`src/rtl/csa_pkg.sv`:
```
// Shared constants for the pipelined carry-select adder/subtractor.
//   CSA_WIDTH  : default operand/result width
//   CSA_SEG_W  : default carry-select segment width
//   csa_mode_e : meaning of the 'sub' input (ADD=0, SUB=1)
package csa_pkg;

    localparam int CSA_WIDTH = 32;
    localparam int CSA_SEG_W = 8;

    typedef enum logic {
        MODE_ADD = 1'b0,
        MODE_SUB = 1'b1
    } csa_mode_e;

endpackage

```
`src/rtl/csa_seg_dual.sv`:
```
// One carry-select segment: both candidate sums are formed in parallel so
// the stage only has to pick one once its incoming carry is known.
//   a, b       : SEG_W-bit segment operands
//   sum0, c0   : sum and carry-out assuming carry-in 0
//   sum1, c1   : sum and carry-out assuming carry-in 1
module csa_seg_dual #(
    parameter int SEG_W = 8
) (
    input  logic [SEG_W-1:0] a,
    input  logic [SEG_W-1:0] b,
    output logic [SEG_W-1:0] sum0,
    output logic [SEG_W-1:0] sum1,
    output logic             c0,
    output logic             c1
);

    assign {c0, sum0} = {1'b0, a} + {1'b0, b};
    assign {c1, sum1} = {1'b0, a} + {1'b0, b} + {{SEG_W{1'b0}}, 1'b1};

endmodule

```
`src/rtl/pipelined_csa_addsub.sv`:
```
// Pipelined carry-select adder/subtractor with valid/ready handshaking.
// Stage k resolves segment k using the carry registered by stage k-1; the
// not-yet-processed upper operand bits travel alongside in skew registers.
//   clock, reset         : rising-edge clock, synchronous active-high reset
//   in_valid / in_ready  : operand handshake (a, b, cin, sub)
//   out_valid / out_ready: result handshake (s, cout, ovf, zero)
//   sub                  : 0 -> a+b+cin, 1 -> a-b (cout=1 means no borrow)
module pipelined_csa_addsub
    import csa_pkg::*;
#(
    parameter int WIDTH = CSA_WIDTH,
    parameter int SEG_W = CSA_SEG_W
) (
    input  logic             clock,
    input  logic             reset,
    input  logic             in_valid,
    output logic             in_ready,
    input  logic [WIDTH-1:0] a,
    input  logic [WIDTH-1:0] b,
    input  logic             cin,
    input  logic             sub,
    output logic             out_valid,
    input  logic             out_ready,
    output logic [WIDTH-1:0] s,
    output logic             cout,
    output logic             ovf,
    output logic             zero
);

    localparam int NSEG = WIDTH / SEG_W;

    logic             advance;
    logic [WIDTH-1:0] b_eff;
    logic             c_in;

    logic [NSEG-1:0]  v_r;
    logic [NSEG-1:0]  c_r;
    logic [WIDTH-1:0] s_r [NSEG];
    logic [WIDTH-1:0] a_r [NSEG-1];
    logic [WIDTH-1:0] b_r [NSEG-1];
    logic             ovf_r;
    logic             zero_r;

    logic [SEG_W-1:0] seg_a   [NSEG];
    logic [SEG_W-1:0] seg_b   [NSEG];
    logic [SEG_W-1:0] sum0    [NSEG];
    logic [SEG_W-1:0] sum1    [NSEG];
    logic [SEG_W-1:0] seg_sum [NSEG];
    logic [NSEG-1:0]  c0, c1, seg_cin, seg_cout;

    logic [WIDTH-1:0] s_nxt [NSEG];
    logic             ovf_nxt;

    assign advance  = !out_valid || out_ready;
    // Reset empties the pipe, so the block can always claim readiness then.
    assign in_ready = advance || reset;

    assign b_eff = (sub == MODE_SUB) ? ~b : b;
    assign c_in  = (sub == MODE_SUB) ? 1'b1 : cin;

    for (genvar k = 0; k < NSEG; k++) begin : g_seg
        if (k == 0) begin : g_first
            assign seg_a[k]   = a[SEG_W-1:0];
            assign seg_b[k]   = b_eff[SEG_W-1:0];
            assign seg_cin[k] = c_in;
        end else begin : g_rest
            assign seg_a[k]   = a_r[k-1][k*SEG_W +: SEG_W];
            assign seg_b[k]   = b_r[k-1][k*SEG_W +: SEG_W];
            assign seg_cin[k] = c_r[k-1];
        end

        csa_seg_dual #(.SEG_W(SEG_W)) u_seg (
            .a    (seg_a[k]),
            .b    (seg_b[k]),
            .sum0 (sum0[k]),
            .sum1 (sum1[k]),
            .c0   (c0[k]),
            .c1   (c1[k])
        );

        assign seg_sum[k]  = seg_cin[k] ? sum1[k] : sum0[k];
        assign seg_cout[k] = seg_cin[k] ? c1[k]   : c0[k];
    end

    always_comb begin
        for (int k = 0; k < NSEG; k++) begin
            s_nxt[k] = (k == 0) ? '0 : s_r[k-1];
            s_nxt[k][k*SEG_W +: SEG_W] = seg_sum[k];
        end
        // Carry into the MSB is recovered from the MSB sum bit: a ^ b ^ s.
        ovf_nxt = a_r[NSEG-2][WIDTH-1] ^ b_r[NSEG-2][WIDTH-1]
                ^ seg_sum[NSEG-1][SEG_W-1] ^ seg_cout[NSEG-1];
    end

    always_ff @(posedge clock) begin
        if (reset) begin
            v_r    <= '0;
            c_r    <= '0;
            ovf_r  <= 1'b0;
            zero_r <= 1'b0;
            for (int k = 0; k < NSEG; k++) begin
                s_r[k] <= '0;
            end
            for (int k = 0; k < NSEG - 1; k++) begin
                a_r[k] <= '0;
                b_r[k] <= '0;
            end
        end else if (advance) begin
            v_r <= {v_r[NSEG-2:0], in_valid};
            for (int k = 0; k < NSEG - 1; k++) begin
                s_r[k] <= s_nxt[k];
                c_r[k] <= seg_cout[k];
            end
            a_r[0] <= a;
            b_r[0] <= b_eff;
            for (int k = 1; k < NSEG - 1; k++) begin
                a_r[k] <= a_r[k-1];
                b_r[k] <= b_r[k-1];
            end
            // Bubbles leave zeros at the output rather than stale junk.
            if (v_r[NSEG-2]) begin
                s_r[NSEG-1] <= s_nxt[NSEG-1];
                c_r[NSEG-1] <= seg_cout[NSEG-1];
                ovf_r       <= ovf_nxt;
                zero_r      <= (s_nxt[NSEG-1] == '0);
            end else begin
                s_r[NSEG-1] <= '0;
                c_r[NSEG-1] <= 1'b0;
                ovf_r       <= 1'b0;
                zero_r      <= 1'b0;
            end
        end
    end

    // Low bits of the final skew registers are already resolved upstream.
    logic unused_skew;
    assign unused_skew = ^{a_r[NSEG-2], b_r[NSEG-2]};

    assign out_valid = v_r[NSEG-1];
    assign s         = s_r[NSEG-1];
    assign cout      = c_r[NSEG-1];
    assign ovf       = ovf_r;
    assign zero      = zero_r;

endmodule

```
`config.mk`:
```
export PLATFORM = sky130hd
export DESIGN_NAME = pipelined_csa_addsub
export DESIGN_NICKNAME = d
export VERILOG_FILES = /design/src/rtl/csa_pkg.sv /design/src/rtl/csa_seg_dual.sv /design/src/rtl/pipelined_csa_addsub.sv
export SDC_FILE = /design/constraint.sdc
export NUM_CORES = 1
export LEC_CHECK = 0
export ABC_AREA = 0
export BUFFER_PORTS_ARGS = -buffer_cell sky130_fd_sc_hd__buf_2
export CAP_MARGIN = 40
export CORE_ASPECT_RATIO = 0.7
export CORE_MARGIN = 2
export CORE_UTILIZATION = 63
export DETAILED_ROUTE_END_ITERATION = 8
export PLACE_DENSITY = 0.86
export REMOVE_ABC_BUFFERS = 1
export SLEW_MARGIN = 40
export SYNTH_ARGS = -nofsm -noshare
export SYNTH_HDL_FRONTEND = slang
export SYNTH_SLANG_ARGS = --single-unit
```
`constraint.sdc`:
```
create_clock -name clock -period 13.1 [get_ports clock]
set_clock_uncertainty 0.1 [all_clocks]
set_input_delay 2.62 -clock clock [delete_from_list [all_inputs] [get_ports clock]]
set_output_delay 2.62 -clock clock [all_outputs]
set_load 0.1 [all_outputs]
```
==> results.sh, run 1 <==
export IMPL_wl_per_cell_um=16.7
export IMPL_fp_dieArea_um2=15500
export IMPL_cp_start_kind="input pin"
export IMPL_power_switching_w=0.000324
export IMPL_totalWireLength_um=17200
export IMPL_p_comb_share_pct=12.2
export IMPL_finalHoldViolCount=0
export IMPL_avgSynthCellArea_um2=12.5
export IMPL_leakage_nw=4.58
export IMPL_postCtsSetupRepairBufs=0
export IMPL_rows=36
export IMPL_worstSetupEndpointType="output pin"
export IMPL_postPlaceCellArea_um2=9840
export IMPL_cap_violations=0
export IMPL_synth_warnings=0
export IMPL_fmax_mhz=144
export IMPL_cts_tree="yes"
export IMPL_crit_type="in2out"
export IMPL_cts_buffers_inserted=17
export IMPL_clockRootBuffer="clkbuf_16"
export IMPL_dr_first_iter_drc_count=511
export IMPL_viasPerCell=5.71
export IMPL_ys_seq_area_share_pct=59.9
export IMPL_path_cells="buf_2 -> nor2b_1 -> nor2b_1 -> buf_4 -> inv_6 -> buf_2"
export IMPL_synth_common_cells="edfxtp_1 (176), and2_1 (101), nor2_1 (70), xnor2_1 (50), ha_1 (36)"
export IMPL_die_h_um=105
export IMPL_p_seq_share_pct=51.6
export IMPL_min_period_ns=6.95
export IMPL_clk_latency_ns=0.43
export IMPL_fin_crit_sh_pct=53.1
export IMPL_rsz0062_at_grt="false"
export IMPL_cts_sinks=186
export IMPL_switching_share_pct=23.6
export IMPL_power_internal_w=0.00105
export IMPL_slew_headroom_pct=53.0
export IMPL_num_antenna_cells=0
export IMPL_drive_gt1_share_pct=18.0
export IMPL_fin_tns_setup_ns=0
export IMPL_ios=107
export IMPL_p_per_area_nw_per_um2=132
export IMPL_required_ns=10.38
export IMPL_status="completed"
export IMPL_crit_fanout=77
export IMPL_min_path_cells=1
export IMPL_synth_main_ff_cell="edfxtp_1"
export IMPL_hp_class="reg2reg"
export IMPL_grt_start_max_net_pins=127
export IMPL_rr_startpoint="b_r[0][88]"
export IMPL_clock_power_share_pct=36.2
export IMPL_regToRegSetupSlack_ns=9.93
export IMPL_synth_seq_cells=186
export IMPL_grt_overflow=0
export IMPL_synth_area_top_cells="edfxtp_1 (58%), and2_1 (6.9%), ha_1 (4.9%)"
export IMPL_syn_inst=730
export IMPL_hold_buffers=0
export IMPL_clockBufferDepth=2
export IMPL_htree_levels=4
export IMPL_vias=5885
export IMPL_r2r_end="ovf"
export IMPL_nets=937
export IMPL_grt_total_usage_pct=23.2
export IMPL_synth_cell_types=67
export IMPL_fp_dieW_um=148
export IMPL_post_synth_top_area_fraction_pct=57.7
export IMPL_ant_nets=0
export IMPL_tightest_slew_ns=0.704
export IMPL_syn2layout_area_growth_pct=13.8
export IMPL_worstPathBufferInverterCount=4
export IMPL_critPathMaxStageDelay_ns=0.55
export IMPL_min_from="v_r[1]"
export IMPL_post_synth_top_count_cell="edfxtp_1"
export IMPL_syn_area_um2=9150
export IMPL_peakVddDrop_v=0.000116
export IMPL_path_delay_family="buffers and inverters"
export IMPL_cts_resized=0
export IMPL_drcViolationCount=0
export IMPL_worst_path_max_delay_cell="buf_2"
export IMPL_hold_end="v_r[2]"
export IMPL_arrival_ns=4.23
export IMPL_setup_violations_final=0
export IMPL_clk_pin_slew_ns=0.07
export IMPL_core_um2=14100
export IMPL_grt_pass1_wl_um=28000
export IMPL_portBuffers=106
export IMPL_gp_congestion=0.859
export IMPL_synth_top_cell_by_area="edfxtp_1"
export IMPL_start_util_pct=65.1
export IMPL_design_area_um2=10400
export IMPL_antenna_found_initial=0
export IMPL_synth_edff_count=176
export IMPL_async_flop_share_pct=0
export IMPL_first_global_vias=5814
export IMPL_hold_ws_ns=0.370
export IMPL_r2r_cells=9
export IMPL_slew_violations=0
export IMPL_post_dp_hpwl_um=11400
export IMPL_firstDrtPassIters=5
-- cells by family after synthesis --
kind of cell,Yosys count,synth area share [%]
AOI/OAI and AO/OA,94,7.38
xor gates and xnor gates,71,6.79
adders and majority gates,40,5.80
buffers and inverters,51,2.19
DFF,186,59.9
and+or+nand+nor,285,17.6
muxes,3,0.328
-- cells in the final DEF, fill, tap and decap left out, types with 4 or more instances in the layout --
cell type   synthesis  routed
edfxtp_1          176     176
buf_2               1     105
and2_1            101     101
nor2_1             70      69
xnor2_1            50      50
ha_1               36      36
and3_1             29      29
xor2_1             21      21
a21oi_1            20      20
inv_1              20      18
o21ai_0            17      17
clkbuf_16           0      17
nand2_1            14      14
a21o_1             11      11
nand3_1            11      11
dfxtp_1            10       9
nor3_1              8       8
nor2b_1             7       7
nand4_1             7       7
nor4_1              7       7
nor3b_1             5       5
clkinv_2            0       5
o31ai_1             4       4
a211oi_1            4       4
and4_1              4       4
a22o_1              4       4
fa_1                4       4
clkinvlp_4          0       4
-- per-layer routing --
metal | wire [um] | GRT usage, %
met5 | 0 | 0
met4 | 378 | 7.69
met3 | 1050 | 6.38
met2 | 8620 | 38.6
met1 | 7160 | 29.6
-- power by group through the flow --
stage | registers [W] | clock network (W) | logic, W
2_1_floorplan | 0.000723 | 0 | 0.000113
3_3_place_gp | 0.000716 | 0 | 0.000156
3_5_place_dp | 0.000719 | 0 | 0.000165
4_1_cts | 0.000707 | 0.000500 | 0.000167
6_report | 0.000707 | 0.000496 | 0.000167
5_1_grt | 0.000710 | 0.000526 | 0.000187
-- sequential cells by signal, summed over array words and instances (netlist names) --
signal,flops
ovf,1
c_r,4
v_r,4
zero,1
a_r,48
b_r,48
s_r,80
-- cell type report --
type	instances	area, um2
sequential	186	5490
fill	881	3640
multi-input combinational	493	3480
timing repair buffer	109	563
clock buffer	20	447
tap	190	238
clock inverter	12	124
inverter	20	80.1
-- how the worst max path moves through the flow --
stage | from | to | cells after the start | slack [ns]
6_report | out_ready | in_ready | 6 | 6.15
5_1_grt | out_ready | in_ready | 6 | 6.04
4_1_cts | out_ready | in_ready | 6 | 6.15
3_5_place_dp | out_ready | in_ready | 6 | 6.16
3_3_place_gp | out_ready | in_ready | 6 | 6.22
2_1_floorplan | out_ready | in_ready | 3 | 4.13
-- through the flow --
stage               power (W)  setup slack (ns)  cells  utilization (%)
detailed placement   0.000884              6.16    998             70.0
floorplan            0.000836              4.13    699                -
CTS                   0.00137              6.15   1030             74.1
finish                0.00137              6.15   1030             74.1
global placement     0.000872              6.22    998             70.0
global route          0.00142              6.04   1030             74.1
No activity file was read; power rests on OpenSTA's default activity.
==> inputs of run 2 (changes only) <==
--- a/config.mk
+++ b/config.mk
@@ -10,9 +10,9 @@
 export CAP_MARGIN = 40
 export CORE_ASPECT_RATIO = 0.7
 export CORE_MARGIN = 2
-export CORE_UTILIZATION = 63
+export CORE_UTILIZATION = 59
 export DETAILED_ROUTE_END_ITERATION = 8
-export PLACE_DENSITY = 0.86
+export PLACE_DENSITY = 0.82
 export REMOVE_ABC_BUFFERS = 1
 export SLEW_MARGIN = 40
 export SYNTH_ARGS = -nofsm -noshare
==> constraint.sdc (replaced) <==
create_clock -name clock -period 6.4 [get_ports clock]
set_clock_uncertainty 0.1 [all_clocks]
set_input_delay 1.28 -clock clock [delete_from_list [all_inputs] [get_ports clock]]
set_output_delay 1.28 -clock clock [all_outputs]
set_load 0.1 [all_outputs]
==> run 2 against run 1 <==
Clock-buffer cell count decreased by 3. Via count decreased by 2.6%. Sequential share of layout area increased by 0.051 points.
==> results.sh, run 2 (synthesis results as in run 1) <==
export IMPL_worstPathBufferInverterCount=3
export IMPL_slew_violations=0
export IMPL_switching_share_pct=24.5
export IMPL_path_cells="buf_2 -> nor2b_1 -> nor2b_2 -> inv_4 -> buf_2"
export IMPL_cts_buffers_inserted=17
export IMPL_ios=107
export IMPL_status="completed"
export IMPL_fin_crit_sh_pct=64.3
export IMPL_portBuffers=106
export IMPL_rr_startpoint="b_r[0][88]"
export IMPL_p_seq_share_pct=53.1
export IMPL_fp_dieArea_um2=16500
export IMPL_totalWireLength_um=16400
export IMPL_dr_first_iter_drc_count=383
export IMPL_clockRootBuffer="clkbuf_16"
export IMPL_cts_tree="yes"
export IMPL_clock_power_share_pct=34.4
export IMPL_cap_violations=0
export IMPL_post_dp_hpwl_um=11200
export IMPL_critPathMaxStageDelay_ns=0.65
export IMPL_fp_dieW_um=153
export IMPL_required_ns=5.02
export IMPL_top_regs="s_r x80, a_r x48, b_r x48"
export IMPL_fin_tns_setup_ns=0
export IMPL_first_global_vias=5580
export IMPL_fmax_mhz=243
export IMPL_firstDrtPassIters=5
export IMPL_syn2layout_area_growth_pct=13.7
export IMPL_cp_start_kind="input pin"
export IMPL_ant_nets=0
export IMPL_clockBufferDepth=2
export IMPL_gp_congestion=0.878
export IMPL_antenna_found_initial=0
export IMPL_die_h_um=108
export IMPL_core_um2=15300
export IMPL_clk_latency_ns=0.43
export IMPL_final_common_cell="edfxtp_1"
export IMPL_grt_pass1_wl_um=26500
export IMPL_r2r_cells=9
export IMPL_slew_headroom_pct=47.8
export IMPL_nets=939
export IMPL_worst_path_max_delay_cell="nor2b_2"
export IMPL_min_period_ns=4.12
export IMPL_path_delay_family="simple AND/OR/NAND/NOR gates"
export IMPL_crit_type="in2out"
export IMPL_setup_violations_final=0
export IMPL_hold_end="zero"
export IMPL_postCtsSetupRepairBufs=0
export IMPL_finalHoldViolCount=0
export IMPL_final_cell_mix="edfxtp_1 (176), buf_2 (106), and2_1 (101)"
export IMPL_drcViolationCount=0
export IMPL_min_path_cells=2
export IMPL_cts_sinks=186
export IMPL_arrival_ns=2.74
export IMPL_critPathMostFrequentCell="buf_2"
export IMPL_power_internal_w=0.00206
export IMPL_p_comb_share_pct=12.6
export IMPL_leakage_nw=4.58
export IMPL_largest_register_ff_count=80
export IMPL_grt_total_usage_pct=20.2
export IMPL_peakVddDrop_v=0.000187
export IMPL_rows=38
export IMPL_r2r_end="ovf"
export IMPL_hold_buffers=0
export IMPL_num_antenna_cells=0
export IMPL_grt_overflow=0
export IMPL_grt_start_max_net_pins=104
export IMPL_rsz0062_at_grt="false"
export IMPL_clk_pin_slew_ns=0.07
export IMPL_power_switching_w=0.000666
export IMPL_crit_fanout=11
export IMPL_p_per_area_nw_per_um2=262
export IMPL_hp_class="reg2reg"
export IMPL_viasPerCell=5.50
export IMPL_min_from="zero"
export IMPL_path_depth=5
export IMPL_postPlaceCellArea_um2=9860
export IMPL_tightest_slew_ns=0.782
export IMPL_regToRegSetupSlack_ns=3.31
export IMPL_worstSetupEndpointType="output pin"
export IMPL_start_util_pct=59.8
export IMPL_htree_levels=4
export IMPL_drive_gt1_share_pct=18.2
export IMPL_largest_register="s_r"
export IMPL_cts_resized=0
export IMPL_design_area_um2=10400
export IMPL_vias=5731
export IMPL_wl_per_cell_um=15.7
## run 2: how the worst max path moves through the flow
stage | from | to | slack (ns)
global route | out_ready | in_ready | 2.19
finish | out_ready | in_ready | 2.28
CTS | out_ready | in_ready | 2.27
detailed placement | sub | s_r[0][7] | 1.96
global placement | sub | s_r[0][7] | 2.10
floorplan | out_ready | in_ready | 0.11
## run 2: routing by layer
layer	share of wire [%]	global-route usage (%)	vias up
met2	51	34.7	162
met1	43	25.9	2699
li1	-	-	2852
met4	1.0	6.68	0
met5	0	0	-
met3	5.4	4.69	18
## run 2: cell type report
| class | count | area (um2) |
|---|---|---|
| Multi-Input combinational cell | 493 | 3480 |
| Inverter | 20 | 77.6 |
| Sequential cell | 186 | 5490 |
| Fill cell | 1104 | 4900 |
| Tap cell | 200 | 250 |
| Clock buffer | 17 | 425 |
| Timing Repair Buffer | 111 | 584 |
| Clock inverter | 15 | 101 |
## run 2: power groups by stage
stage / logic (W) / clock network [W] / registers, W
after CTS: 0.000340 / 0.000949 / 0.00145
final: 0.000342 / 0.000935 / 0.00145
after floorplan: 0.000231 / 0 / 0.00148
after global placement: 0.000320 / 0 / 0.00147
after detailed placement: 0.000337 / 0 / 0.00147
after global routing: 0.000378 / 0.000998 / 0.00145
## run 2: through the flow
| stage | utilization, % | hold slack [ns] | instances | setup WS, ns | total power, W |
|---|---|---|---|---|---|
| finish | 68.0 | 0.366 | 1042 | 2.28 | 0.00272 |
| global route | 68.0 | 0.395 | 1042 | 2.19 | 0.00283 |
| CTS | 67.8 | 0.368 | 1041 | 2.27 | 0.00273 |
| detailed placement | 64.4 | 0.352 | 1009 | 1.96 | 0.00181 |
| global placement | 64.3 | 0.339 | 1009 | 2.10 | 0.00179 |
| floorplan | - | 0.343 | 699 | 0.111 | 0.00171 |
## run 2: tightest hold or removal path: stages, from the launching register on
cell	delay [ns]
dfxtp_1	0.33
nand2_1	0.05
o21ai_0	0.05
==> inputs of run 3 (changes only) <==
--- a/config.mk
+++ b/config.mk
@@ -10,9 +10,9 @@
 export CAP_MARGIN = 40
 export CORE_ASPECT_RATIO = 0.7
 export CORE_MARGIN = 2
-export CORE_UTILIZATION = 59
+export CORE_UTILIZATION = 53
 export DETAILED_ROUTE_END_ITERATION = 8
-export PLACE_DENSITY = 0.82
+export PLACE_DENSITY = 0.77
 export REMOVE_ABC_BUFFERS = 1
 export SLEW_MARGIN = 40
 export SYNTH_ARGS = -nofsm -noshare
==> constraint.sdc (replaced) <==
create_clock -name clock -period 3.4 [get_ports clock]
set_clock_uncertainty 0.1 [all_clocks]
set_input_delay 0.68 -clock clock [delete_from_list [all_inputs] [get_ports clock]]
set_output_delay 0.68 -clock clock [all_outputs]
set_load 0.1 [all_outputs]
==> run 3 against run 2 <==
Non-clock buffer count is 6 higher. First-iteration DRC count decreased by 12%. Utilization fell by 6.1 points. Register-to-register slack got worse by 2.9 ns. Critical path depth rose by 4. Sequential power rose by 87%. Global-route usage down 2.6 points. Die area grew 11%. Via count fell by 1.2%. Flip-flop and latch count did not move.
==> results.sh, run 3 (synthesis results as in run 1) <==
export IMPL_hold_buffers=0
export IMPL_postCtsSetupRepairBufs=0
export IMPL_syn2layout_area_growth_pct=15.1
export IMPL_portBuffers=106
export IMPL_power_switching_w=0.00128
export IMPL_required_ns=3.62
export IMPL_totalWireLength_um=15500
export IMPL_clk_pin_slew_ns=0.07
export IMPL_hp_class="reg2reg"
export IMPL_power_internal_w=0.00396
export IMPL_ant_nets=0
export IMPL_rows=40
export IMPL_status="completed"
export IMPL_post_dp_hpwl_um=10500
export IMPL_multi_input_area_um2=3470
export IMPL_cts_resized=0
export IMPL_p_comb_share_pct=12.3
export IMPL_viasPerCell=5.25
export IMPL_grt_overflow=0
export IMPL_clk_latency_ns=0.43
export IMPL_min_path_cells=1
export IMPL_htree_levels=4
export IMPL_largest_register="s_r"
export IMPL_fin_util_pct=61.9
export IMPL_num_antenna_cells=0
export IMPL_clock_power_share_pct=35.9
export IMPL_final_common_cell="edfxtp_1"
export IMPL_tightest_slew_ns=0.748
export IMPL_slew_violations=0
export IMPL_start_util_pct=53.8
export IMPL_largest_register_ff_count=80
export IMPL_grt_pass1_wl_um=25300
export IMPL_path_cells="ha_1 -> fa_1 -> a21o_1 -> a211oi_1 -> nor4_4 -> and4_1 -> a311o_1 -> o221a_1 -> a211o_1"
export IMPL_drcViolationCount=0
export IMPL_path_delay_family="compound AO/OA/AOI/OAI gates"
export IMPL_fin_crit_sh_pct=87.7
export IMPL_min_period_ns=2.98
export IMPL_switching_share_pct=24.5
export IMPL_fin_tns_setup_ns=0
export IMPL_first_global_vias=5287
export IMPL_hold_ws_ns=0.373
export IMPL_drive_gt1_share_pct=18.8
export IMPL_finalHoldViolCount=0
export IMPL_cts_buffers_inserted=17
export IMPL_critPathMaxStageDelay_ns=0.48
export IMPL_leakage_nw=4.62
export IMPL_r2r_cells=9
export IMPL_worstPathBufferInverterCount=0
export IMPL_clockBufferDepth=2
export IMPL_rsz0062_at_grt="false"
export IMPL_fp_dieW_um=161
export IMPL_peakVddDrop_v=0.000315
export IMPL_wl_per_cell_um=14.3
export IMPL_fmax_mhz=335
export IMPL_regArea_um2=5490
export IMPL_die_h_um=114
export IMPL_cap_violations=0
export IMPL_crit_fanout=4
export IMPL_total_power_w=0.00524
export IMPL_grt_total_usage_pct=17.6
export IMPL_nets=945
export IMPL_antenna_found_initial=0
export IMPL_setup_violations_final=0
export IMPL_worstSetupEndpointType="flip-flop"
export IMPL_cts_tree="yes"
export IMPL_worst_path_max_delay_cell="a211oi_1"
export IMPL_gp_congestion=0.811
export IMPL_fillers=1365
export IMPL_grt_start_max_net_pins=145
export IMPL_arrival_ns=3.20
export IMPL_cts_sinks=186
export IMPL_top_regs="s_r x80, a_r x48, b_r x48"
export IMPL_vias=5663
export IMPL_firstDrtPassIters=4
export IMPL_core_um2=17000
export IMPL_p_per_area_nw_per_um2=498
export IMPL_dr_first_iter_drc_count=336
export IMPL_final_cell_mix="edfxtp_1 (176), buf_2 (106), and2_1 (101)"
export IMPL_path_depth=9
export IMPL_p_seq_share_pct=51.7
export IMPL_slew_headroom_pct=50.2
export IMPL_crit_type="reg2reg"
export IMPL_clockRootBuffer="clkbuf_16"
export IMPL_ios=107
export IMPL_fp_dieArea_um2=18400
export IMPL_cp_start_kind="flip-flop"
==> run 3: cell count changes in the layout (fill, tap and decap cells not counted), moves of 2 or more <==
cell and delta:
buf_4 +6, clkinv_1 -3, clkinv_2 -2, clkinv_4 -2, clkinvlp_4 +4, inv_6 +3
==> run 3: final timing paths <==
kind	start	endpoint	slack, ns
max	b_r[0][88]	ovf	0.42
min reg2reg	c_r[3]	c_r[3]	0.37
max reg2reg	b_r[0][88]	ovf	0.42
min	c_r[3]	c_r[3]	0.37
==> run 3: layer usage <==
| layer | part of all wire (%) | up-vias | GRT usage (%) |
|---|---|---|---|
| met5 | 0 | - | 0 |
| met4 | 1.5 | 0 | 5.65 |
| met3 | 4.6 | 19 | 4.62 |
| met2 | 46 | 135 | 28.1 |
| met1 | 47 | 2646 | 23.9 |
| li1 | - | 2863 | - |
==> run 3: stage by stage <==
step	setup slack (ns)	instances	instance area (um2)
final	0.419	1079	10500
after CTS	0.421	1079	10500
after floorplan	-1.89	699	9030
after global placement	0.193	1047	9970
after detailed placement	0.0950	1047	9970
after global routing	0.208	1079	10500
==> run 3: cell type report <==
type,count,share of cell area [%]
Sequential cell,186,52.1
Tap cell,231,2.74
Inverter,20,0.760
Clock inverter,15,1.33
Multi-Input combinational cell,493,33.0
Clock buffer,17,4.04
Timing Repair Buffer,117,6.06
==> run 3: power by group through the flow <==
| stage | Combinational [W] | Sequential (W) | Clock [W] |
|---|---|---|---|
| after detailed placement | 0.000646 | 0.00276 | 0 |
| after global placement | 0.000629 | 0.00276 | 0 |
| after CTS | 0.000650 | 0.00271 | 0.00191 |
| final | 0.000647 | 0.00271 | 0.00189 |
| after floorplan | 0.000434 | 0.00279 | 0 |
| after global routing | 0.000726 | 0.00273 | 0.00200 |
